### src/rtl/counter_sweep_pkg.sv
// Shared constants for the counter sweep sequencer: state encoding and default widths.
package counter_sweep_pkg;

    localparam int unsigned WIDTH_DEF = 8;
    localparam int unsigned REP_W_DEF = 4;
    localparam int unsigned ST_W      = 3;

    localparam logic [2:0] ST_IDLE   = 3'd0;
    localparam logic [2:0] ST_SEEK   = 3'd1;
    localparam logic [2:0] ST_UP     = 3'd2;
    localparam logic [2:0] ST_DOWN   = 3'd3;
    localparam logic [2:0] ST_FINISH = 3'd4;
    localparam logic [2:0] ST_DWELL  = 3'd5;

endpackage

### src/rtl/counter_sweep_dwell_tmr.sv
// Loadable down-counter with a zero flag; times the turnaround dwell of the sweep sequencer.
module counter_sweep_dwell_tmr #(
    parameter int unsigned WIDTH = 8
) (
    input  logic             clk,
    input  logic             rst,
    input  logic             load_i,
    input  logic [WIDTH-1:0] load_val_i,
    input  logic             dec_i,
    output logic             zero_o
);

    logic [WIDTH-1:0] cnt_q, cnt_d;

    always_comb begin
        cnt_d = cnt_q;
        if (load_i) begin
            cnt_d = load_val_i;
        end else if (dec_i && (cnt_q != '0)) begin
            cnt_d = cnt_q - WIDTH'(1);
        end
    end

    always_ff @(posedge clk) begin
        if (rst) begin
            cnt_q <= '0;
        end else begin
            cnt_q <= cnt_d;
        end
    end

    assign zero_o = (cnt_q == '0);

endmodule

### src/rtl/counter_sweep_ctrl.sv
// Triangle-sweep sequencer driving an external up/down counter (lo->hi->lo, reps times).
// Optional per-turnaround dwell is enabled by defining COUNTER_SWEEP_DWELL_EN.
module counter_sweep_ctrl
    import counter_sweep_pkg::*;
#(
    parameter int unsigned WIDTH = WIDTH_DEF,
    parameter int unsigned REP_W = REP_W_DEF
) (
    input  logic             clk,
    input  logic             rst,
    input  logic             cmd_valid,
    output logic             cmd_ready,
    input  logic [WIDTH-1:0] cmd_lo,
    input  logic [WIDTH-1:0] cmd_hi,
    input  logic [REP_W-1:0] cmd_reps,
`ifdef COUNTER_SWEEP_DWELL_EN
    input  logic [WIDTH-1:0] cmd_dwell,
`endif
    input  logic             abort,
    input  logic [WIDTH-1:0] cnt_val,
    output logic             cnt_en,
    output logic             cnt_up,
    output logic             busy,
    output logic             done,
    output logic             err,
    output logic [REP_W-1:0] sweep_cnt
);

    logic [ST_W-1:0]  state_q, state_d;
    logic [WIDTH-1:0] lo_q, lo_d;
    logic [WIDTH-1:0] hi_q, hi_d;
    logic [REP_W-1:0] reps_q, reps_d;
    logic [REP_W-1:0] sweep_cnt_q, sweep_cnt_d;
    logic             err_q, err_d;
    logic             en_c, up_c;
    logic             turn_c;
    logic [ST_W-1:0]  turn_tgt_c;

`ifdef COUNTER_SWEEP_DWELL_EN
    logic [WIDTH-1:0] dwell_q, dwell_d;
    logic [ST_W-1:0]  ret_q, ret_d;
    logic             tmr_load_c, tmr_dec_c, tmr_zero;

    counter_sweep_dwell_tmr #(.WIDTH(WIDTH)) u_dwell_tmr (
        .clk        (clk),
        .rst        (rst),
        .load_i     (tmr_load_c),
        .load_val_i (dwell_q - WIDTH'(1)),
        .dec_i      (tmr_dec_c),
        .zero_o     (tmr_zero)
    );
`endif

    // Next state plus Mealy counter controls, so the counter halts on the exact compare cycle.
    always_comb begin
        state_d     = state_q;
        lo_d        = lo_q;
        hi_d        = hi_q;
        reps_d      = reps_q;
        sweep_cnt_d = sweep_cnt_q;
        err_d       = err_q;
        en_c        = 1'b0;
        up_c        = 1'b1;
        turn_c      = 1'b0;
        turn_tgt_c  = ST_UP;
`ifdef COUNTER_SWEEP_DWELL_EN
        dwell_d     = dwell_q;
        ret_d       = ret_q;
        tmr_load_c  = 1'b0;
        tmr_dec_c   = 1'b0;
`endif
        case (state_q)
            ST_IDLE: begin
                if (cmd_valid) begin
                    lo_d        = cmd_lo;
                    hi_d        = cmd_hi;
                    reps_d      = cmd_reps;
                    sweep_cnt_d = '0;
                    err_d       = (cmd_lo >= cmd_hi);
                    state_d     = (cmd_lo >= cmd_hi) ? ST_FINISH : ST_SEEK;
`ifdef COUNTER_SWEEP_DWELL_EN
                    dwell_d     = cmd_dwell;
`endif
                end
            end
            ST_SEEK: begin
                if (abort) begin
                    state_d = ST_FINISH;
                    err_d   = 1'b1;
                end else if (cnt_val == lo_q) begin
                    state_d = ST_UP;
                end else begin
                    en_c = 1'b1;
                    up_c = (cnt_val < lo_q);
                end
            end
            ST_UP: begin
                if (abort) begin
                    state_d = ST_FINISH;
                    err_d   = 1'b1;
                end else if (cnt_val < hi_q) begin
                    en_c = 1'b1;
                end else begin
                    turn_c     = 1'b1;
                    turn_tgt_c = ST_DOWN;
                end
            end
            ST_DOWN: begin
                // Abort wins over a sweep completing in the same cycle.
                if (abort) begin
                    state_d = ST_FINISH;
                    err_d   = 1'b1;
                end else if (cnt_val > lo_q) begin
                    en_c = 1'b1;
                    up_c = 1'b0;
                end else begin
                    sweep_cnt_d = sweep_cnt_q + REP_W'(1);
                    turn_c      = 1'b1;
                    turn_tgt_c  = ((reps_q != '0) && (sweep_cnt_d == reps_q)) ? ST_FINISH : ST_UP;
                end
            end
            ST_FINISH: begin
                state_d = ST_IDLE;
            end
`ifdef COUNTER_SWEEP_DWELL_EN
            ST_DWELL: begin
                if (abort) begin
                    state_d = ST_FINISH;
                    err_d   = 1'b1;
                end else if (tmr_zero) begin
                    state_d = ret_q;
                end else begin
                    tmr_dec_c = 1'b1;
                end
            end
`endif
            default: begin
                state_d = ST_IDLE;
            end
        endcase

        if (turn_c) begin
`ifdef COUNTER_SWEEP_DWELL_EN
            if (dwell_q != '0) begin
                state_d    = ST_DWELL;
                ret_d      = turn_tgt_c;
                tmr_load_c = 1'b1;
            end else begin
                state_d = turn_tgt_c;
            end
`else
            state_d = turn_tgt_c;
`endif
        end
    end

    always_ff @(posedge clk) begin
        if (rst) begin
            state_q     <= ST_IDLE;
            lo_q        <= '0;
            hi_q        <= '0;
            reps_q      <= '0;
            sweep_cnt_q <= '0;
            err_q       <= 1'b0;
        end else begin
            state_q     <= state_d;
            lo_q        <= lo_d;
            hi_q        <= hi_d;
            reps_q      <= reps_d;
            sweep_cnt_q <= sweep_cnt_d;
            err_q       <= err_d;
        end
    end

`ifdef COUNTER_SWEEP_DWELL_EN
    always_ff @(posedge clk) begin
        if (rst) begin
            dwell_q <= '0;
            ret_q   <= ST_IDLE;
        end else begin
            dwell_q <= dwell_d;
            ret_q   <= ret_d;
        end
    end
`endif

    // A reset cycle must not move the counter.
    assign cnt_en    = en_c & ~rst;
    assign cnt_up    = up_c;
    assign cmd_ready = (state_q == ST_IDLE);
    assign busy      = (state_q != ST_IDLE);
    assign done      = (state_q == ST_FINISH);
    assign err       = err_q;
    assign sweep_cnt = sweep_cnt_q;

endmodule

### config.mk
export PLATFORM = sky130hd
export DESIGN_NAME = counter_sweep_ctrl
export DESIGN_NICKNAME = d
export VERILOG_FILES = /design/src/rtl/counter_sweep_pkg.sv /design/src/rtl/counter_sweep_dwell_tmr.sv /design/src/rtl/counter_sweep_ctrl.sv
export SDC_FILE = /design/constraint.sdc
export NUM_CORES = 1
export LEC_CHECK = 0
export ABC_AREA = 1
export CORE_MARGIN = 4
export CORE_UTILIZATION = 51
export DETAILED_ROUTE_END_ITERATION = 12
export PLACE_DENSITY = 0.8
export SYNTH_ARGS = -nofsm -noshare
export SYNTH_HDL_FRONTEND = slang
export SYNTH_SLANG_ARGS = --single-unit
### constraint.sdc
create_clock -name clk -period 2.07 [get_ports clk]
set_input_delay 0.207 -clock clk [delete_from_list [all_inputs] [get_ports clk]]
set_output_delay 0.207 -clock clk [all_outputs]
set_load 0.1 [all_outputs]
==> results of run 1 <==
==> Yosys cell counts <==
library cell,n
sky130_fd_sc_hd__inv_1,48
sky130_fd_sc_hd__nand2_1,48
sky130_fd_sc_hd__a21oi_1,33
sky130_fd_sc_hd__dfxtp_1,28
sky130_fd_sc_hd__ha_1,24
sky130_fd_sc_hd__o21ai_0,16
sky130_fd_sc_hd__nand3_1,15
sky130_fd_sc_hd__nor2_1,9
sky130_fd_sc_hd__o21ai_1,9
sky130_fd_sc_hd__inv_2,6
sky130_fd_sc_hd__nor2_2,6
sky130_fd_sc_hd__nand2_4,5
sky130_fd_sc_hd__buf_2,3
sky130_fd_sc_hd__nand4_1,3
sky130_fd_sc_hd__o21a_1,3
sky130_fd_sc_hd__nand2_2,2
sky130_fd_sc_hd__a21oi_2,1
sky130_fd_sc_hd__and2_1,1
sky130_fd_sc_hd__buf_4,1
sky130_fd_sc_hd__buf_6,1
sky130_fd_sc_hd__clkbuf_1,1
sky130_fd_sc_hd__nand3_2,1
sky130_fd_sc_hd__nand3_4,1
sky130_fd_sc_hd__nand4_2,1
sky130_fd_sc_hd__nor2_8,1
sky130_fd_sc_hd__nor3_2,1
sky130_fd_sc_hd__o211ai_2,1
sky130_fd_sc_hd__o21ai_2,1
sky130_fd_sc_hd__o221ai_1,1
sky130_fd_sc_hd__or2_0,1
==> critical path: stages (launching register included) <==
cell                         delay [ps]
sky130_fd_sc_hd__dfxtp_1            330
sky130_fd_sc_hd__inv_1               60
sky130_fd_sc_hd__ha_1               280
sky130_fd_sc_hd__nand2_1             80
sky130_fd_sc_hd__inv_2               50
sky130_fd_sc_hd__nand2_1             60
sky130_fd_sc_hd__nand2_1             70
sky130_fd_sc_hd__nand2_2             80
sky130_fd_sc_hd__nand2_2             60
sky130_fd_sc_hd__nand2_2             90
sky130_fd_sc_hd__nand2_4             60
sky130_fd_sc_hd__nand2_4             70
sky130_fd_sc_hd__nor2_4              30
sky130_fd_sc_hd__inv_2               60
sky130_fd_sc_hd__nand2_2             50
sky130_fd_sc_hd__nand2_2             70
sky130_fd_sc_hd__clkinvlp_4          90
sky130_fd_sc_hd__buf_12             170
==> power breakdown <==
group	leakage (nW)	switching [mW]	internal [mW]
registers	0.233	0.0927	0.697
logic	0.955	1.26	0.666
clock network	0.0357	0.190	0.260
total	1.22	1.54	1.62
==> per-stage QoR <==
stage	util, %	cells	worst slack, ps
finish	73.0	368	-162
detailed placement	67.6	364	-207
floorplan	-	272	25.2
global route	73.0	368	-259
CTS	70.0	368	-129
global placement	67.6	364	-184
==> per-layer routing <==
layer | wire length (µm) | vias to the layer above | part of all wire, % | global-route usage, %
met3 | 190 | 9 | 4.0 | 3.62
met2 | 2250 | 39 | 47 | 30.5
met1 | 2210 | 869 | 46 | 26.5
met5 | 0 | - | 0 | 0
li1 | - | 979 | - | -
met4 | 116 | 0 | 2.4 | 6.38
==> layout by cell type (no fill, tap or decap), types with 4 or more instances in the layout <==
master and instances:
sky130_fd_sc_hd__a21oi_1 30, sky130_fd_sc_hd__a21oi_2 4, sky130_fd_sc_hd__buf_12 5, sky130_fd_sc_hd__buf_4 14
sky130_fd_sc_hd__clkdlybuf4s50_1 25, sky130_fd_sc_hd__dfxtp_1 23, sky130_fd_sc_hd__dfxtp_2 5, sky130_fd_sc_hd__dlygate4sd2_1 4
sky130_fd_sc_hd__ha_1 18, sky130_fd_sc_hd__ha_4 6, sky130_fd_sc_hd__inv_1 42, sky130_fd_sc_hd__inv_2 11
sky130_fd_sc_hd__nand2_1 41, sky130_fd_sc_hd__nand2_2 9, sky130_fd_sc_hd__nand2_4 5, sky130_fd_sc_hd__nand3_1 15
sky130_fd_sc_hd__nor2_1 8, sky130_fd_sc_hd__nor2_2 5, sky130_fd_sc_hd__o21ai_0 16, sky130_fd_sc_hd__o21ai_1 9
==> state kept, by name (all words and copies together) (netlist names) <==
register   cells
state_q        3
err            1
sweep_cnt      4
hi_q           8
reps_q         4
lo_q           8
==> area by class of cell <==
cell class	count	share of cell area, %
clock buffers	3	1.53
clock inverters	1	1.11
multi-input cells	184	47.3
flip-flops and latches	28	21.0
repair buffers	50	19.1
inverters	54	7.66
well taps	48	2.23
==> timing repair <==
item | in CTS | in global routing
hold endpoints to repair | 0 | 0
buffers inserted | 0 | 0
pin swaps | 7 | 5
gates cloned | 0 | 0
resized for setup | 10 | 24
setup endpoints to repair | 1 | 2
==> worst paths after layout <==
| check | depth (start not counted) | slack (ps) | to |
|---|---|---|---|
| worst max-delay path | 17 | -160 | cnt_en |
| worst min-delay path | 2 | 470 | hi_q[7]$_SDFFE_PP0P_ |
| worst max register to register | 12 | 300 | state_q[1]$_SDFFE_PP0P_ |
| worst min register to register | 2 | 470 | hi_q[7]$_SDFFE_PP0P_ |
==> kinds of logic (layout without fill, tap and decap cells) <==
| logic type | Yosys count | in the layout | synth area share [%] |
|---|---|---|---|
| buffers and inverters | 60 | 108 | 12.3 |
| adder cells (fa/ha/maj) | 24 | 24 | 15.4 |
| AND/OR/NAND/NOR | 95 | 95 | 25.5 |
| AO/OA/AOI/OAI | 65 | 65 | 18.0 |
| flip-flops | 28 | 28 | 28.8 |
==> results by stage, run 1 <==
Outcome:
- The flow ran to the end, but the final reports show violations.
- The final reports fail on setup timing.

STA:
- The total negative slack for setup checks is -162 ps.
- The highest clock rate is ~450 MHz.
- The final critical delay including setup and external delays is 2230 ps.
- The total count of hold-check failures in the final report was 0.
- Clock skew on the completed layout was measured at ~7.0 ps.
- For the pin with the worst max-slew slack, the measured transition is 425 ps.
- Setup violations remaining at the end of the flow were counted as 1.
- Setup repair after global routing could not meet its margin everywhere.
- The normalized max-slew margin is approximately 72%.
- The portion of the clock cycle consumed by the worst path in the final layout is 108%.
- The total count of max-transition violations in the final report is 0.
- The post-route worst hold slack is 465 ps.
- The post-route worst setup slack is -162 ps.

Synthesis:
- The share of the Yosys chip area taken by registers is roughly 29%.
- The cell area that synthesis handed to floorplanning was ~1900 µm².
- The top cell type's share of synthesized area is around 29%.
- During synthesis, Yosys emitted a total of 0 warnings.
- Counting every instance in the synthesized netlist gives about 270.
- The synthesized design spends more area on one cell type than any other, namely sky130_fd_sc_hd__dfxtp_1.
- In this run, synthesis produced a sequential element count of 28.
- Yosys attributes the largest share of cell area to sky130_fd_sc_hd__dfxtp_1 29%, sky130_fd_sc_hd__ha_1 15%, sky130_fd_sc_hd__inv_1 9.2%, sky130_fd_sc_hd__nand2_1 9.2%, sky130_fd_sc_hd__a21oi_1 8.5%.
- After synthesis, the mean cell area works out to ~7.2 µm².
- The count of different cell masters after synthesis is 30.
- The post-synthesis net count is 328.

Routing:
- The routed layout has between 1500 and 2000 vias.
- After the first detailed-routing iteration, the DRC count stood at 142.
- For this run, design rule violations remaining after detail routing come to 0.
- The first-pass iteration count of the detailed router is 4.
- The overall routed net length is 4770 µm.
- The count of nets left with antenna violations once routing finished came out at 0.
- In the final routed layout, each cell accounts on average for 13.0 µm.
- Using the TritonRoute via totals, the vias-per-cell ratio works out to a little over 5.

Global route:
- The number of global-route vias before repair is between 1500 and 2000.
- The number of antenna violations at the first check in global routing was 0.
- The global route total overflow is 0.
- The maximum number of pins on one net before global-route repair is 43.
- The first global-routing pass estimated around 7800 µm of wire.
- For this run, the total global-route usage over all layers was measured as 19.4%.

Die:
- The starting density of the core is 52.8%.
- The die is 69.8 µm tall.
- The core region is between 3000 and 4000 µm².
- The die is between 60 and 70 µm wide.
- The number of rows created at floorplan is 22.
- The floorplan step defined a die boundary enclosing a little under 5000 µm².
- The top-level I/O count is 42.

Clock tree:
- The CTS tree is done.
- Clock tree synthesis inserted a total of 3 buffers.
- Buffers inserted to repair hold after CTS numbered 0.
- The number of H-tree levels is 1.
- The clock net in this run drives a total of 28 sinks.
- The library cell used as clock root buffer is sky130_fd_sc_hd__clkbuf_8.
- The post-CTS clock slew at the launch and capture registers of the worst setup and hold paths is 110 ps.
- Counting along the longest clock path gives a buffer depth of 2.
- The worst-skew pair later-pin latency is 290 ps.

Power:
- The peak ir drop on the vdd network is 1420 µV.
- The power density over the cells is ~1200 nW/µm².
- For this design the static power due to leakage is around 1.2 nW.
- Overall power consumption after layout is estimated at 3.16 mW.

Layout:
- The filler cells instantiated in the layout total ~280.
- The number of antenna repair diodes is 0.
- The finished layout cell area is 2690 µm².
- The final net count is 377.
- The combined flip-flop and latch cell area is between 500 and 600 µm².
- Summing all multi-input logic gate instances after layout gives 1270 µm².
- The area overhead of the layout relative to synthesis is 38.2%.
- The layout cell share with drive strength beyond 1 is approximately a quarter.

Setup path:
- The type of element capturing the critical path is an output port.
- The data required time of the worst path is around 1900 ps.
- The worst register-to-register path begins at lo_q[7]$_SDFFE_PP0P_.
- The arrival time of data at the critical path endpoint is 2030 ps.
- The type of origin of the critical path is a register.
- By startpoint and endpoint, the worst setup path is classified as register to output port.
- The highest fanout seen on the critical path is 2.
- The launching instance or port of the critical path is lo_q[2]$_SDFFE_PP0P_.

Place:
- The placed instances occupy a cell area of between 2000 and 2500 µm².
- The count of buffers added on input and output ports is just over 40.
- The total half-perimeter wirelength after legalization and detailed placement is between 3000 and 4000 µm.
- The weighted congestion reported at the end of routability-driven placement is 0.872.

Flow run:
- The number of maximum-capacitance constraint violations is 0.

Worst hold path:
- The worst hold path begins at hi_q[7]$_SDFFE_PP0P_.
- The worst hold path belongs to the class register to register.
(Power assumes the default switching activity.)
==> run 2: changes to the inputs <==
--- a/config.mk
+++ b/config.mk
@@ -6,7 +6,7 @@
 export NUM_CORES = 1
 export LEC_CHECK = 0
 export ABC_AREA = 1
-export CORE_MARGIN = 4
+export CORE_MARGIN = 3
 export CORE_UTILIZATION = 51
 export DETAILED_ROUTE_END_ITERATION = 12
 export PLACE_DENSITY = 0.8
==> results by stage, run 2 (same netlist as run 1, synthesis figures left out) <==
STA:
- The post-route worst setup slack came to -80.7 ps (+81.8 ps).
- The normalized max-slew margin was 71.7% (about the same).
- The total count of hold-check failures in the final report is 0 (unchanged).
- The final critical delay including setup and external delays came to 2150 ps (-81.8 ps).
- The slew of the pin with the lowest slew margin is 425 ps (+0.00155 ps).
- Setup repair after global routing could not meet its margin everywhere.
- The portion of the clock cycle consumed by the worst path in the final layout was 104% (-3.9 points).
- The highest clock rate is 465 MHz (+3.8%).
- The final setup violation count came to 2 (+1).
- The clock tree skew after final layout is 5.42 ps (-1.56 ps).
- The total count of max-transition violations in the final report came to 0 (unchanged).
- The total negative slack for setup checks was -108 ps (+54.4 ps).

Routing:
- The overall routed net length came to 4550 µm (-4.7%).
- The final routed DRC violation total is 0 (unchanged).
- The number of nets still failing antenna checks after routing is 0 (unchanged).
- The first-iteration detailed-routing DRC count came to 89 (-37%).
- The detail-routed via count per cell was 5.06 (-1.7%).
- The count of vias placed by the detailed router is 1863 (-1.7%).
- The mean routed wirelength per cell was 12.4 µm (-4.7%).
- The first-pass iteration count of the detailed router is 4 (unchanged).

Setup path:
- The kind of critical path is register to output port.
- STA classifies the critical path startpoint as a register.
- The worst-case register-to-register setup slack is 330 ps (+30 ps).
- The arrival time of data at the critical path endpoint was 1940 ps (-90 ps).
- The most common cell type on the critical path is sky130_fd_sc_hd__nand2_2.
- The depth of the most critical reg-to-reg path is 12 (unchanged).
- The maximum cell stage delay along the critical path is 330 ps (about the same).
- The buffer and inverter count on the worst path is 4 (-1).
- The data required time of the worst path is 1860 ps (about the same).
- The end of the worst register-to-register path is state_q[1]$_SDFFE_PP0P_.
- The worst setup path is captured at an output port.
- The cell class contributing the biggest share of worst-path delay is simple AND/OR/NAND/NOR gates.
- The highest fanout seen on the critical path is 2 (unchanged).
- Traced cell by cell, the critical path runs through inv_2 -> ha_4 -> nand2_2 -> o21a_1 -> nand2_2 -> nand2_2 -> nand2_4 -> nand2_4 -> nor2_4 -> inv_2 -> nand2_2 -> nand2_2 -> clkinvlp_4 -> buf_12.
- On the critical path, the stage with the largest delay is an instance of sky130_fd_sc_hd__dfxtp_2.
- The worst register-to-register path begins at lo_q[5]$_SDFFE_PP0P_.
- The most critical setup path has its startpoint at lo_q[7]$_SDFFE_PP0P_.
- The number of gates on the worst path with buffers counted is 14 (-3).
- The worst setup path endpoint is cnt_en.

Layout:
- The final cell count without fillers came to 368 (unchanged).
- In the layout the commonest cells are 41 x sky130_fd_sc_hd__nand2_1, 38 x sky130_fd_sc_hd__inv_1, 30 x sky130_fd_sc_hd__a21oi_1.
- The area overhead of the layout relative to synthesis is 38.8%.
- The largest registers in the layout are hi_q: 8 flops, lo_q: 8 flops.
- The layout cell share with drive strength beyond 1 came to 28.0% (+3.6 points).
- The final net count was 380 (+0.80%).
- The most common library cell in the layout ignoring fill and taps is sky130_fd_sc_hd__nand2_1.
- The number of antenna repair diodes is 0 (unchanged).

Power:
- The switching power as a share of total power is 49.8% (+1.1 points).
- The static leakage came to 1.21 nW (-0.98%).
- The power dissipated by switching net loads is 1.53 mW (-0.85%).
- The sequential power share is 26.0% (+1.0 points).
- The peak ir drop on the vdd network is 1890 µV (+33%).
- The internal power summed over all cells came to 1.54 mW (-5.1%).
- The clock share of power is 9.7% (-4.5 points).
- The share of total power in combinational logic is 64.3% (+3.5 points).
- The power density over the cells is 1130 nW/µm² (-3.4%).

Clock tree:
- The post-CTS clock slew at the launch and capture registers of the worst setup and hold paths came to 90 ps (-20 ps).
- The worst-skew pair later-pin latency came to 270 ps (-20 ps).
- The number of buffers created by CTS is 3 (unchanged).
- The number of clock sinks is 28 (unchanged).
- TritonCTS built the clock tree.
- The number of H-tree levels is 1 (unchanged).
- The maximum root-to-sink buffer count came to 2 (unchanged).
- The library cell used as clock root buffer is sky130_fd_sc_hd__clkbuf_8.

Worst hold path:
- The worst hold path begins at hi_q[3]$_SDFFE_PP0P_.
- In this run the worst hold path is classified as register to register.

Place:
- The post-placement setup slack was -228 ps (-20.9 ps).
- The weighted congestion reported at the end of routability-driven placement is 0.814 (-6.6%).
- The cell count after placement was 360 (-1.1%).
- The count of port buffers added during placement is 41 (unchanged).
- The total half-perimeter wirelength after legalization and detailed placement was 3270 µm (-2.2%).

Die:
- The die span in y is 67.8 µm (-2.9%).
- The number of rows created at floorplan came to 21 (-4.5%).
- The total core area is 3490 µm² (-5.3%).
- The width of the die was 67.8 µm (-2.9%).
- The die area came to 4600 µm² (-5.6%).
- The starting density of the core was 55.8% (+2.9 points).
- The top-level I/O count was 42 (unchanged).

Outcome:
- The checks that failed: setup timing.
- The flow ran to the end, but the final reports show violations.

Global route:
- The number of global-route vias before repair was 1797 (+2.1%).
- The number of antenna violations at the first check in global routing is 0 (unchanged).
- The maximum number of pins on one net before global-route repair is 43 (unchanged).
- The global-route total usage across every layer came to 21.6% (+2.2 points).
- The global-route wire length before repair was 7690 µm (-1.9%).
- The global route total overflow is 0 (unchanged).

Flow run:
- The number of maximum-capacitance constraint violations is 0 (unchanged).
==> run 2: what timing repair did <==
action | in CTS | in global routing
setup buffers | 5 | 0
setup endpoints to repair | 1 | 2
pin swaps | 19 | 0
resized for setup | 43 | 2
hold buffers | 0 | 0
hold endpoints to repair | 0 | 0
==> run 2: through the flow <==
| step | hold slack [ps] | utilization, % | power, mW | cell area (µm²) |
|---|---|---|---|---|
| 2_1_floorplan | 269 | - | 2.09 | 1960 |
| 3_3_place_gp | 442 | 70.9 | 2.54 | 2480 |
| 3_5_place_dp | 449 | 70.9 | 2.58 | 2480 |
| 4_1_cts | 463 | 77.2 | 3.04 | 2700 |
| 5_1_grt | 486 | 77.4 | 3.28 | 2710 |
| 6_report | 463 | 77.4 | 3.07 | 2710 |
==> run 2: per-layer routing <==
layer	global-route usage [%]	part of all wire [%]	wire (µm)
met1	26.6	45	2030
met4	6.95	1.3	59
met2	39.5	51	2300
met3	1.64	3.5	159
met5	0	0	0
==> run 2: worst reg2reg max path: cells and delay by family, from the launching register on <==
kind                     cells  cell delay (ps)
buffers and inverters        3              320
adder cells (fa/ha/maj)      1              270
flip-flops                   1              330
AO/OA/AOI/OAI                2              200
AND/OR/NAND/NOR              6              570
==> run 2: how the worst min path moves through the flow <==
| stage | end | slack, ps | cells after the start |
|---|---|---|---|
| after floorplan | sweep_cnt[0]$_SDFFE_PP0P_ | 270 | 1 |
| after global placement | hi_q[6]$_SDFFE_PP0P_ | 440 | 2 |
| after detailed placement | hi_q[1]$_SDFFE_PP0P_ | 450 | 2 |
| after CTS | hi_q[1]$_SDFFE_PP0P_ | 460 | 2 |
| after global routing | hi_q[1]$_SDFFE_PP0P_ | 490 | 2 |
| final | hi_q[3]$_SDFFE_PP0P_ | 460 | 2 |
==> run 2: final cells by class <==
| cell class | count | area (µm²) |
|---|---|---|
| Tap cell | 46 | 57.6 |
| Inverter | 54 | 206 |
| Clock buffer | 3 | 41.3 |
| Multi-Input combinational cell | 184 | 1300 |
| Fill cell | 259 | 790 |
| Sequential cell | 28 | 572 |
| Timing Repair Buffer | 53 | 528 |
==> run 2: power groups by stage <==
stage	clock, mW	combinational, mW	sequential (mW)
4_1_cts	0.303	1.94	0.796
2_1_floorplan	0	1.14	0.955
6_report	0.299	1.97	0.798
5_1_grt	0.316	2.15	0.812
3_5_place_dp	0	1.78	0.793
3_3_place_gp	0	1.75	0.787
==> run 3: changes to the inputs <==
--- a/config.mk
+++ b/config.mk
@@ -6,10 +6,12 @@
 export NUM_CORES = 1
 export LEC_CHECK = 0
 export ABC_AREA = 1
+export CORE_ASPECT_RATIO = 0.5
 export CORE_MARGIN = 3
 export CORE_UTILIZATION = 51
 export DETAILED_ROUTE_END_ITERATION = 12
 export PLACE_DENSITY = 0.8
+export SKIP_LAST_GASP = 1
 export SYNTH_ARGS = -nofsm -noshare
 export SYNTH_HDL_FRONTEND = slang
 export SYNTH_SLANG_ARGS = --single-unit
==> results by stage, run 3 (same netlist as run 1, synthesis figures left out) <==
Global route:
- The global-route wire length before repair is 7650 µm (-0.53%).
- The global route total overflow is 0 (unchanged).
- The maximum number of pins on one net before global-route repair is 43 (unchanged).
- The number of global-route vias before repair is 1768 (-1.6%).
- The global-route total usage across every layer is 20.4% (-1.2 points).
- The number of antenna violations at the first check in global routing came to 0 (unchanged).

Die:
- The total core area is 3550 µm² (+1.5%).
- The number of rows created at floorplan was 15 (-29%).
- The die span in y is 49.7 µm (-27%).
- The die area came to 4650 µm² (+0.98%).
- The starting density of the core is 55.0% (-0.83 points).
- The width of the die is 93.4 µm (+38%).
- The top-level I/O count is 42 (unchanged).

Clock tree:
- The number of clock sinks is 28 (unchanged).
- The CTS tree is done.
- The number of buffers created by CTS is 3 (unchanged).
- The worst-skew pair later-pin latency was 280 ps (about the same).
- The post-CTS clock slew at the launch and capture registers of the worst setup and hold paths is 110 ps (+20 ps).
- The number of H-tree levels was 1 (unchanged).
- The maximum root-to-sink buffer count came to 2 (unchanged).
- The tree is rooted in a sky130_fd_sc_hd__clkbuf_8.

STA:
- The highest clock rate was 451 MHz (-3.0%).
- The post-route worst hold slack is 464 ps (+1.11 ps).
- The total count of max-transition violations in the final report was 0 (unchanged).
- The final critical delay including setup and external delays was 2220 ps (+66.7 ps).
- The total negative slack for setup checks came to -147 ps (-39.4 ps).
- The slew of the pin with the lowest slew margin came to 428 ps (+3.31 ps).
- The final setup violation count is 1 (-1).
- Setup repair after global routing could not meet its margin everywhere.
- The normalized max-slew margin was 71.4% (-0.25 points).
- The post-route worst setup slack is -147 ps (-66.7 ps).
- The portion of the clock cycle consumed by the worst path in the final layout came to 107% (+3.2 points).
- The clock tree skew after final layout came to 6.22 ps (+0.797 ps).
- The total count of hold-check failures in the final report is 0 (unchanged).

Setup path:
- The cell family contributing the most delay on the critical path is simple AND/OR/NAND/NOR gates.
- The highest fanout seen on the critical path is 2 (unchanged).
- The standard cell with the maximum stage delay on the critical path is sky130_fd_sc_hd__dfxtp_1.
- The signal on the critical path passes through inv_1 -> ha_1 -> a21oi_1 -> o21a_1 -> nand2_1 -> nand2_2 -> nand2_4 -> nor2_4 -> inv_2 -> nand2_2 -> nand2_2 -> clkinvlp_4 -> buf_12.
- The worst-case register-to-register setup slack came to 230 ps (-100 ps).
- The buffer and inverter count on the worst path is 4 (unchanged).
- The worst setup path is captured at an output port.
- The arrival time of data at the critical path endpoint is 2010 ps (+70 ps).
- The data required time of the worst path is 1860 ps (about the same).
- The maximum cell stage delay along the critical path came to 320 ps (about the same).
- The depth of the most critical reg-to-reg path is 11 (-1).
- The endpoint identified for the worst register-to-register timing path is state_q[0]$_SDFFE_PP0P_.
- The kind of critical path is register to output port.
- The type of origin of the critical path is a register.
- Among the stages of the critical path, the cell type that occurs most often is sky130_fd_sc_hd__nand2_2.
- The startpoint identified for the worst register-to-register timing path is hi_q[7]$_SDFFE_PP0P_.

Routing:
- The overall routed net length was 4750 µm (+4.3%).
- The number of nets still failing antenna checks after routing is 0 (unchanged).
- The first-iteration detailed-routing DRC count is 71 (-20%).
- The detail-routed via count per cell is 5.08 (+0.29%).
- The count of vias placed by the detailed router is 1909 (+2.5%).
- The mean routed wirelength per cell is 12.6 µm (+2.1%).
- The final routed DRC violation total is 0 (unchanged).
- The first-pass iteration count of the detailed router was 4 (unchanged).

Outcome:
- The checks that failed: setup timing.
- The flow ran to the end, but the final reports show violations.

Layout:
- The share of the core filled with cells in the final layout is 76.1% (-1.3 points).
- The final cell count without fillers is 376 (+2.2%).
- The number of antenna repair diodes is 0 (unchanged).
- In the layout the commonest cells are 42 x sky130_fd_sc_hd__inv_1, 42 x sky130_fd_sc_hd__nand2_1, 32 x sky130_fd_sc_hd__a21oi_1.
- The area growth from synthesis to layout is 38.5%.
- The largest registers in the layout are hi_q: 8 flops, lo_q: 8 flops.
- The layout cell share with drive strength beyond 1 is 24.0% (-4.0 points).
- The final net count is 382 (+0.53%).
- The count of filler cells inserted in the layout came to 252 (-2.7%).

Place:
- The post-placement setup slack is -275 ps (-47.0 ps).
- The weighted congestion reported at the end of routability-driven placement is 0.928 (+14%).
- The total half-perimeter wirelength after legalization and detailed placement was 3420 µm (+4.8%).
- The cell count after placement was 366 (+1.7%).
- The count of port buffers added during placement is 41 (unchanged).

Flow run:
- The number of maximum-capacitance constraint violations is 0 (unchanged).

Power:
- The power density over the cells is 1170 nW/µm² (+3.4%).
- The static leakage was 1.25 nW (+2.8%).
- The peak ir drop on the vdd network is 802 µV (-58%).

Worst hold path:
- The hold path depth came to 2 (unchanged).
- The origin of the worst min-delay path is lo_q[4]$_SDFFE_PP0P_.
- The worst min-delay path class is register to register.
- The capture endpoint of the worst hold path is lo_q[4]$_SDFFE_PP0P_.
-- run 3: where the power goes --
part	internal, mW	total (mW)	switching, mW
combinational	0.677	1.93	1.25
sequential	0.697	0.790	0.0925
clock	0.259	0.446	0.187
-- run 3: routing by layer --
metal  up-vias  share of wire [%]  track usage, %
met5         -                  0               0
met4         0               0.67            1.95
met3         4                5.5            3.96
met2        57                 47            35.3
met1       862                 47            27.2
li1        986                  -               -
-- run 3: worst min-delay path, stage by stage (launching register included) --
cell and delay [ps]:
sky130_fd_sc_hd__dfxtp_1 310, sky130_fd_sc_hd__inv_1 60, sky130_fd_sc_hd__a21oi_1 60
-- run 3: repair_timing --
item                                    CTS  global route
setup buffers                             4             2
hold buffers                              0             0
endpoints found under the setup margin    1             2
pin swaps                                11            11
gates resized for setup                  15            14
-- run 3: layout make-up --
type	instances	area, µm²	share of cell area, %
Clock buffer	3	41.3	1.53
Clock inverter	1	30.0	1.11
Inverter	54	206	7.65
Multi-Input combinational cell	184	1240	45.9
Sequential cell	28	567	21.0
Tap cell	51	63.8	2.36
Timing Repair Buffer	55	552	20.4
-- run 3: metrics by stage --
step	power (mW)	area, µm²
2_1_floorplan	2.09	1960
3_3_place_gp	2.55	2490
3_5_place_dp	2.59	2490
4_1_cts	3.09	2620
5_1_grt	3.37	2700
6_report	3.17	2700
-- run 3: how the worst max path moves through the flow --
stage	slack [ps]	to	from	depth (start not counted)
global placement	-210	cnt_en	cnt_val[3]	17
floorplan	30	done	state_q[2]$_SDFFE_PP0P_	2
CTS	-150	cnt_en	lo_q[5]$_SDFFE_PP0P_	15
detailed placement	-280	cnt_en	cnt_val[7]	15
global route	-280	cnt_en	hi_q[7]$_SDFFE_PP0P_	13
finish	-150	cnt_en	hi_q[7]$_SDFFE_PP0P_	13
